**src/rtl/fibo_majority_pkg.sv**
```systemverilog
// rtl/fibo_majority_pkg.sv - shared constants, types and Fibonacci test for the majority sequencer
package fibo_majority_pkg;

    localparam int NUM_W      = 4;
    localparam int FRAME_LEN  = 13;
    localparam int MAJ_THRESH = 7;

    typedef logic [NUM_W-1:0] num_t;

    typedef enum logic [1:0] {
        LOAD = 2'd0,
        EVAL = 2'd1,
        DONE = 2'd2
    } seq_state_t;

    // Fibonacci numbers representable in 4 bits: 0,1,2,3,5,8,13
    function automatic logic is_fibo(num_t n);
        case (n)
            4'd0, 4'd1, 4'd2, 4'd3, 4'd5, 4'd8, 4'd13: is_fibo = 1'b1;
            default:                                   is_fibo = 1'b0;
        endcase
    endfunction

endpackage

```
**src/rtl/majority13.sv**
```systemverilog
// rtl/majority13.sv - combinational 13-input Fibonacci-majority vote
module majority13
    import fibo_majority_pkg::*;
(
    input  num_t nums [FRAME_LEN],
    output logic majority
);

    logic [3:0] cnt;

    always_comb begin
        cnt = '0;
        for (int i = 0; i < FRAME_LEN; i++) begin
            if (is_fibo(nums[i])) begin
                cnt = cnt + 4'd1;
            end
        end
        majority = (cnt >= 4'(MAJ_THRESH));
    end

endmodule

```
**src/rtl/fibo_majority_seq.sv**
```systemverilog
// rtl/fibo_majority_seq.sv - buffers 13 streamed numbers and presents a registered majority verdict
module fibo_majority_seq
    import fibo_majority_pkg::*;
(
    input  logic             clk,
    input  logic             rst_n,
    input  logic             abort,
    input  logic             in_valid,
    input  logic [NUM_W-1:0] in_data,
    output logic             in_ready,
    output logic             out_valid,
    input  logic             out_ready,
    output logic             out_majority,
    output logic [3:0]       out_hits
);

    seq_state_t state, state_nxt;
    num_t       frame_buf [FRAME_LEN];
    logic [3:0] idx;
    logic [3:0] hits;
    logic       maj_c;
    logic       accept;

    assign in_ready  = (state == LOAD);
    assign out_valid = (state == DONE);
    // abort outranks a simultaneous input beat
    assign accept    = in_valid & in_ready & ~abort;

    majority13 u_majority13 (
        .nums     (frame_buf),
        .majority (maj_c)
    );

    always_ff @(posedge clk) begin
        if (!rst_n) begin
            state <= LOAD;
        end else begin
            state <= state_nxt;
        end
    end

    always_comb begin
        state_nxt = state;
        if (abort) begin
            state_nxt = LOAD;
        end else begin
            case (state)
                LOAD: if (accept && idx == 4'(FRAME_LEN - 1)) state_nxt = EVAL;
                EVAL: state_nxt = DONE;
                DONE: if (out_ready) state_nxt = LOAD;
                default: state_nxt = LOAD;
            endcase
        end
    end

    always_ff @(posedge clk) begin
        if (!rst_n) begin
            idx          <= '0;
            hits         <= '0;
            out_majority <= 1'b0;
            out_hits     <= '0;
            frame_buf    <= '{default: '0};
        end else if (abort) begin
            idx  <= '0;
            hits <= '0;
        end else begin
            case (state)
                LOAD: begin
                    if (accept) begin
                        frame_buf[idx] <= in_data;
                        idx            <= idx + 4'd1;
                        if (is_fibo(in_data)) begin
                            hits <= hits + 4'd1;
                        end
                    end
                end
                EVAL: begin
                    out_majority <= maj_c;
                    out_hits     <= hits;
                end
                DONE: begin
                    if (out_ready) begin
                        idx  <= '0;
                        hits <= '0;
                    end
                end
                default: begin
                    idx  <= '0;
                    hits <= '0;
                end
            endcase
        end
    end

endmodule

```
**config.mk**
```make
export PLATFORM = sky130hd
export DESIGN_NAME = fibo_majority_seq
export DESIGN_NICKNAME = d
export VERILOG_FILES = /design/src/rtl/fibo_majority_pkg.sv /design/src/rtl/majority13.sv /design/src/rtl/fibo_majority_seq.sv
export SDC_FILE = /design/constraint.sdc
export NUM_CORES = 1
export LEC_CHECK = 0
export CORE_ASPECT_RATIO = 0.6
export CORE_MARGIN = 5
export CORE_UTILIZATION = 25
export DETAILED_ROUTE_END_ITERATION = 7
export PLACE_DENSITY_LB_ADDON = 0.12
export SLEW_MARGIN = 10
export SYNTH_ARGS = -nofsm -noshare
export SYNTH_HDL_FRONTEND = slang
export SYNTH_HIERARCHICAL = 1
export SYNTH_SLANG_ARGS = --single-unit
```
**constraint.sdc**
```tcl
create_clock -name clk -period 12.44 [get_ports clk]
set_clock_uncertainty 0.1 [all_clocks]
set_input_delay 3.732 -clock clk [delete_from_list [all_inputs] [get_ports clk]]
set_output_delay 3.732 -clock clk [all_outputs]
set_load 0.02 [all_outputs]
```
==> results list, run 1 <==
- The number of gates resized after CTS was 0.
* Later-pin clock latency in the skew report: 330 ps
- Counting cells, the worst reg-to-reg path comes to 36.
- Top cells by area in the synthesized netlist: dfxtp_1 (32%), mux2i_1 (16%), nand2_1 (5.5%)
- The clock net in this run drives a total of 67 sinks.
* Max-cap check violation count: 0
- In this run the standard cell core region covers 0.0164 mm^2.
- Relative area change from synthesis to final layout: 16.8%
- The run finished with clean final reports.
* PnR worst setup slack: 4530 ps
* Slowest-stage cell, CP: ha_1
* Endpoint type of the worst setup path: flop
- Global-route wire length before repair: 16400 um
- Power comes to 685 uW.
- 16 I/O pins were placed.
- RePlAce Congestion: 0.746
- By count the netlist is led by dfxtp_1 (67), mux2i_1 (66), nand2_1 (62).
- The root buffer cell chosen for the clock tree is clkbuf_16.
- Pins over their slew limit: 0
- For the pin with the worst max-slew slack, the measured transition is 1100 ps.
- Post-Route WL: 9970 um
* Stages on worst setup path: 36
* Flop and latch count out of synthesis: 67
* Worst slew slack as a fraction of its limit: 26.4%
- During placement, the flow inserted port buffers numbering 15.
- Number of global-route vias before repair: 3001
* Maximum frequency from static timing analysis: 126 MHz
- For this run, the leading register cell type out of synthesis is dfxtp_1.
- In this design, the stage delay of the slowest critical-path cell is 440 ps.
* Hold-fix buffers, CTS: 0
* Area enclosed by the die boundary: 0.0197 mm^2
- Required time of the critical path: 12600 ps
- Top cell type by total area after synthesis: dfxtp_1
- TritonCTS built the clock tree.
* Post-DP HPWL: 7470 um
- Setup repair after global routing left no endpoint under its margin.
* Diodes inserted: 0
- # Post-CTS Setup Buffers: 0
- Final worst-path cycle share: 63.6%
* Portion of the post-synthesis area used by sequential elements: 31.7%
- Fin nets: 491
* Share of synthesized registers carrying an async set or reset: 0%
- Pin count of the biggest net entering global routing: 66
- The finished cells cover 0.00494 mm^2.
* Category of the most critical setup path: reg -> reg
* Total congestion overflow after global routing: 0
- Together, buffers and inverters on the worst path number 4.
* Worst slack at placement: 4510 ps
- The initialized floorplan defines 36 standard-cell rows.
* Ys Warns: 6
- Net count of the mapped netlist: 476
- Proportion of layout cells with a drive suffix above 1: 7.45%
- Once the floorplan was initialized, standard cells occupied 25.8% of the core.
- Summed over all cells, the static leakage comes to 2.23 nW.
- DRT iter0 DRCs: 112
- Top Family by Delay on Critical Path: adder cells
* Number of buffers on the longest clock path: 2
- The first TritonRoute pass finished after 6 iterations.
- For this run, the total global-route usage over all layers was measured as 10.6%.
* CP max FO: 8
- Via Count: 3089
* Synth Area per Inst: 9.39 um^2
- Final setup violation count: 0
- DRC violations left: 0
- The H-tree was split into 3 levels.
* Count of cell types in the netlist: 59
- Most common cell on crit path: ha_1
- Filler-free cell count of the finished design: 698
* Critical path startpoint category: flop
- Clock-pin slew was measured on the worst setup and hold paths at 60 ps.
* Die Wd: 178 um
- Routed vias/inst: 4.43
* Period minus WS final: 7910 ps
- The floorplan step set the die height to 111 um.
- Final hold violation count: 0
- Worst hold path type: reg -> reg
- In this run, placement finished with an instance count of 682.
- Post-Synthesis Cells: 450
* Cts bufs inserted: 9
* Number of enable-type register cells in the synthesized netlist: 0
* Average wire per cell in the routed design: 14.3 um
* Total power divided by cell area: 139 mW/mm^2
- Initial antenna violation count: 0
- The detail route stage leaves a number of antenna-violating nets equal to 0.
* Total negative slack: 0 ps
- The cell area that synthesis handed to floorplanning was 0.00423 mm^2.
- Yosys instantiated no cell more often than dfxtp_1.
* Post-detailed-placement cell area: 0.00461 mm^2
* Depth of the worst hold-timing path: 2
- Share of the synthesized area in the top cell type: 31.7%
- Arrival time reported for the critical path endpoint: 8080 ps
* Peak ir drop on the vdd network: 0.0000643 V
-- where the power goes --
part           internal, mW  switching, mW
clock network         0.177         0.0989
logic                0.0946         0.0989
registers             0.216       0.000796
-- metrics by stage --
stage | util, % | hold slack, ps
2_1_floorplan | - | 335
3_3_place_gp | 28.1 | 348
3_5_place_dp | 28.1 | 353
4_1_cts | 30.1 | 368
5_1_grt | 30.1 | 396
6_report | 30.1 | 364
-- sequential cells by signal, summed over array words and instances (netlist names) --
signal and flops:
hits 4, idx 4, out_majority 1, state 2
out_hits 4, frame_buf 52
-- path summary, 6_finish.rpt --
path,start,end,slack [ps]
min reg2reg,frame_buf[31],frame_buf[31],360
max reg2reg,frame_buf[44],out_majority,4530
min,frame_buf[31],frame_buf[31],360
max,frame_buf[44],out_majority,4530
-- cell families (layout without fill, tap and decap cells) --
group                    after synthesis  after routing  synth area share (%)
AO/OA/AOI/OAI                         58             58                  9.62
flip-flops                            67             67                  31.7
adder cells (fa/ha/maj)               17             17                  5.03
XOR/XNOR                              51             51                  14.1
AND/OR/NAND/NOR                      160            160                  20.2
buffers and inverters                 26             46                  2.40
multiplexers                          71             71                  17.0
-- worst register-to-register path: cells and delay by family, from the launching register on --
family	cells	cell delay, ps
xor gates and xnor gates	8	1850
buffers and inverters	4	350
muxes	3	620
AOI/OAI and AO/OA	7	1420
and+or+nand+nor	8	1310
adders and majority gates	6	1880
DFF	1	320
-- metal layers --
metal | global-route usage [%] | share of wire, %
met4 | 2.63 | 0.86
met2 | 13.5 | 38
met1 | 16.8 | 58
met5 | 0 | 0
met3 | 3.00 | 3.5
-- area by class of cell --
class | instances | area, um^2
fillers | 1739 | 11500
repair buffers | 15 | 145
clock inverters | 7 | 98.8
inverters | 15 | 56.3
well taps | 228 | 285
clock buffers | 9 | 225
multi-input cells | 357 | 2780
flip-flops and latches | 67 | 1340
-- cell usage in the layout, fill, tap and decap left out, types with 7 or more instances in the layout --
master            n
inv_1            15
mux2i_1          66
nor2_1           18
nand2b_1          7
a21oi_1           9
nand3_1          12
o21ai_0           9
nor2b_1          34
dfxtp_1          67
nand2_1          62
xnor2_1          23
clkbuf_16         9
clkdlybuf4s50_1  14
o22ai_1           9
xor2_1           18
ha_1             17
(Power assumes the default switching activity.)
==> run 2, diff against run 1 <==
==> constraint.sdc (replaced) <==
create_clock -name clk -period 6.95 [get_ports clk]
set_clock_uncertainty 0.1 [all_clocks]
set_input_delay 2.085 -clock clk [delete_from_list [all_inputs] [get_ports clk]]
set_output_delay 2.085 -clock clk [all_outputs]
set_load 0.02 [all_outputs]
==> results list, run 2 (same netlist as run 1, synthesis figures left out) <==
* Area enclosed by the die boundary: 0.0197 mm^2
- Setup repair after global routing could not meet its margin everywhere.
- Initial antenna violation count: 0
- Total routing resource utilization after global routing: 10.8%
- The register with the most flip-flops in the layout has 52 of them.
- Final setup violation count: 0
- At the worst endpoint, the required time is 7110 ps.
* Number of global-route vias before repair: 3206
* RePlAce Congestion: 0.739
- The largest single stage delay on the critical path is 370 ps.
* Worst slew slack as a fraction of its limit: 31.1%
- In the routed layout, each cell is associated on average with a via count of 4.45.
- DRT iter0 DRCs: 143
* Arrival time reported for the critical path endpoint: 6820 ps
* Maximum frequency from static timing analysis: 150 MHz
- The final critical path takes up 95.9% of the cycle.
- For this design, the CTS-stage hold fixing added 0 buffers.
- The count of final max-slew check failures is 0.
- Die Wd: 178 um
- Post-DP HPWL: 7840 um
* Number of buffers on the longest clock path: 2
* Total power divided by cell area: 244 mW/mm^2
- Std-Cell Rows: 36
* Fin nets: 527
* Area occupied by registers: 0.00134 mm^2
- Slew of the pin with the lowest slew margin: 1030 ps
- The tool flagged a number of max-cap violations equal to 0.
* Clock Pin Slew Worst Setup and Hold Paths: 60 ps
* Worst hold path type: reg -> reg
- The run finished with clean final reports.
* Worst slack at placement: -264 ps
* Endpoint type of the worst setup path: flop
- Entering global routing, the biggest net connects 37 pins.
- Crit path launch: frame_buf[44]
* Proportion of layout cells with a drive suffix above 1: 20.0%
* Count of buffers inserted at the top-level ports: 15
- The hold violation count in the final report is 0.
- The slowest stage of the critical path belongs to the cell or3b_1.
- Most frequent cells in the layout: mux2i_1 (65), dfxtp_1 (65), nand2_1 (60)
- Critical path startpoint category: flop
- Dividing the detail-routed wire length by the instance count gives 14.4 um.
- The number of antenna diodes in the final layout is 0.
- Cell leakage power: 2.45 nW
* CP max FO: 3
- The first global-routing pass estimated 17100 um of wire.
- Most flops, register: frame_buf
* Clock tree from TritonCTS: done
- Peak ir drop on the vdd network: 0.000106 V
- Buffers inserted during clock tree synthesis total 9.
- The detailed router placed 3264 vias in this run.
- Post-Route WL: 10600 um
- Core footprint: 0.0164 mm^2
- DRC violations left: 0
- Category of the most critical setup path: reg -> reg
- The die is 111 um tall.
- Master cell of the clock root buffer: clkbuf_16
* Total congestion overflow after global routing: 0
* First-pass DRT Iterations: 4
- Top-Level Pins: 16
* PnR worst setup slack: 287 ps
* Later-pin clock latency in the skew report: 330 ps
* Period minus WS final: 6660 ps
- The clock net in this run drives a total of 67 sinks.
- H-Tree Level Count: 3
- Effective utilization at floorplan: 25.8%
* Relative area change from synthesis to final layout: 26.9%
- Origin of the critical flop-to-flop path: frame_buf[44]
- Hold path startpoint: frame_buf[51]
- Footprint of the multi-input gates: 0.00295 mm^2
- The filler cells instantiated in the layout total 1735.
* Final worst hold slack: 361 ps
- Routed Antenna Nets: 0
## run 2: cell types whose count changed in the layout (fill, tap and decap cells not counted), moves of 3 or more
cell,before,now
a21oi_1,9,6
a21oi_2,0,3
buf_4,0,36
ha_1,17,12
ha_4,0,4
inv_1,15,12
inv_2,0,3
o21ai_0,9,6
o31ai_1,3,0
xnor2_1,23,20
xnor2_2,0,3
## run 2: final timing paths
check / endpoint / slack [ps] / cells after the start
max reg2reg: out_majority / 290 / 37
min reg2reg: frame_buf[51] / 360 / 2
min: frame_buf[51] / 360 / 2
max: out_majority / 290 / 37
## run 2: routing by layer
| layer | part of all wire [%] | global-route usage [%] | vias to the layer above | routed length [um] |
|---|---|---|---|---|
| li1 | - | - | 1678 | - |
| met1 | 58 | 17.7 | 1547 | 6160 |
| met2 | 38 | 14.0 | 37 | 4050 |
| met3 | 3.1 | 2.86 | 2 | 328 |
| met4 | 0.36 | 1.70 | 0 | 38 |
| met5 | 0 | 0 | - | 0 |
## run 2: power breakdown
| group | internal [mW] | switching, mW |
|---|---|---|
| sequential | 0.386 | 0.00154 |
| clock | 0.298 | 0.172 |
| combinational | 0.246 | 0.207 |
| total | 0.931 | 0.380 |
## run 2: worst max-delay path: cells and delay by family, from the launching register on
| family | cells | cell delay [ps] |
|---|---|---|
| and+or+nand+nor | 8 | 1210 |
| AOI/OAI and AO/OA | 9 | 1490 |
| xor gates and xnor gates | 7 | 1160 |
| buffers and inverters | 4 | 320 |
| muxes | 3 | 580 |
| DFF | 1 | 330 |
| adders and majority gates | 6 | 1400 |
## run 2: area by class of cell
| cell class | instances | share of cell area [%] |
|---|---|---|
| well taps | 228 | 5.32 |
| multi-input cells | 357 | 55.0 |
| inverters | 15 | 1.05 |
| clock inverters | 5 | 1.12 |
| flip-flops and latches | 67 | 25.1 |
| repair buffers | 51 | 7.75 |
| clock buffers | 11 | 4.71 |
## run 2: timing repair
action                                  CTS  global route
setup buffers                             6             4
gates cloned                              0             0
pin swaps                                11            16
resized for setup                        20            18
endpoints found under the setup margin    1             1
## run 2: per-stage QoR
stage / std cells / setup TNS, ps / util (%) / total power [mW] / instance area, um^2
finish: 734 / 0 / 32.7 / 1.31 / 5360
global route: 734 / -113 / 32.7 / 1.39 / 5360
CTS: 730 / 0 / 32.0 / 1.30 / 5250
detailed placement: 708 / -264 / 29.3 / 0.782 / 4810
global placement: 708 / -191 / 29.3 / 0.782 / 4810
floorplan: 450 / 0 / - / 0.677 / 4230
==> run 3, diff against run 2 <==
--- a/config.mk
+++ b/config.mk
@@ -10,7 +10,7 @@
 export CORE_UTILIZATION = 25
 export DETAILED_ROUTE_END_ITERATION = 7
 export PLACE_DENSITY_LB_ADDON = 0.12
-export SLEW_MARGIN = 10
+export SLEW_MARGIN = 20
 export SYNTH_ARGS = -nofsm -noshare
 export SYNTH_HDL_FRONTEND = slang
 export SYNTH_HIERARCHICAL = 1
==> results of run 3 <==
Final layout, timing and power as in run 2 (identical DEF).
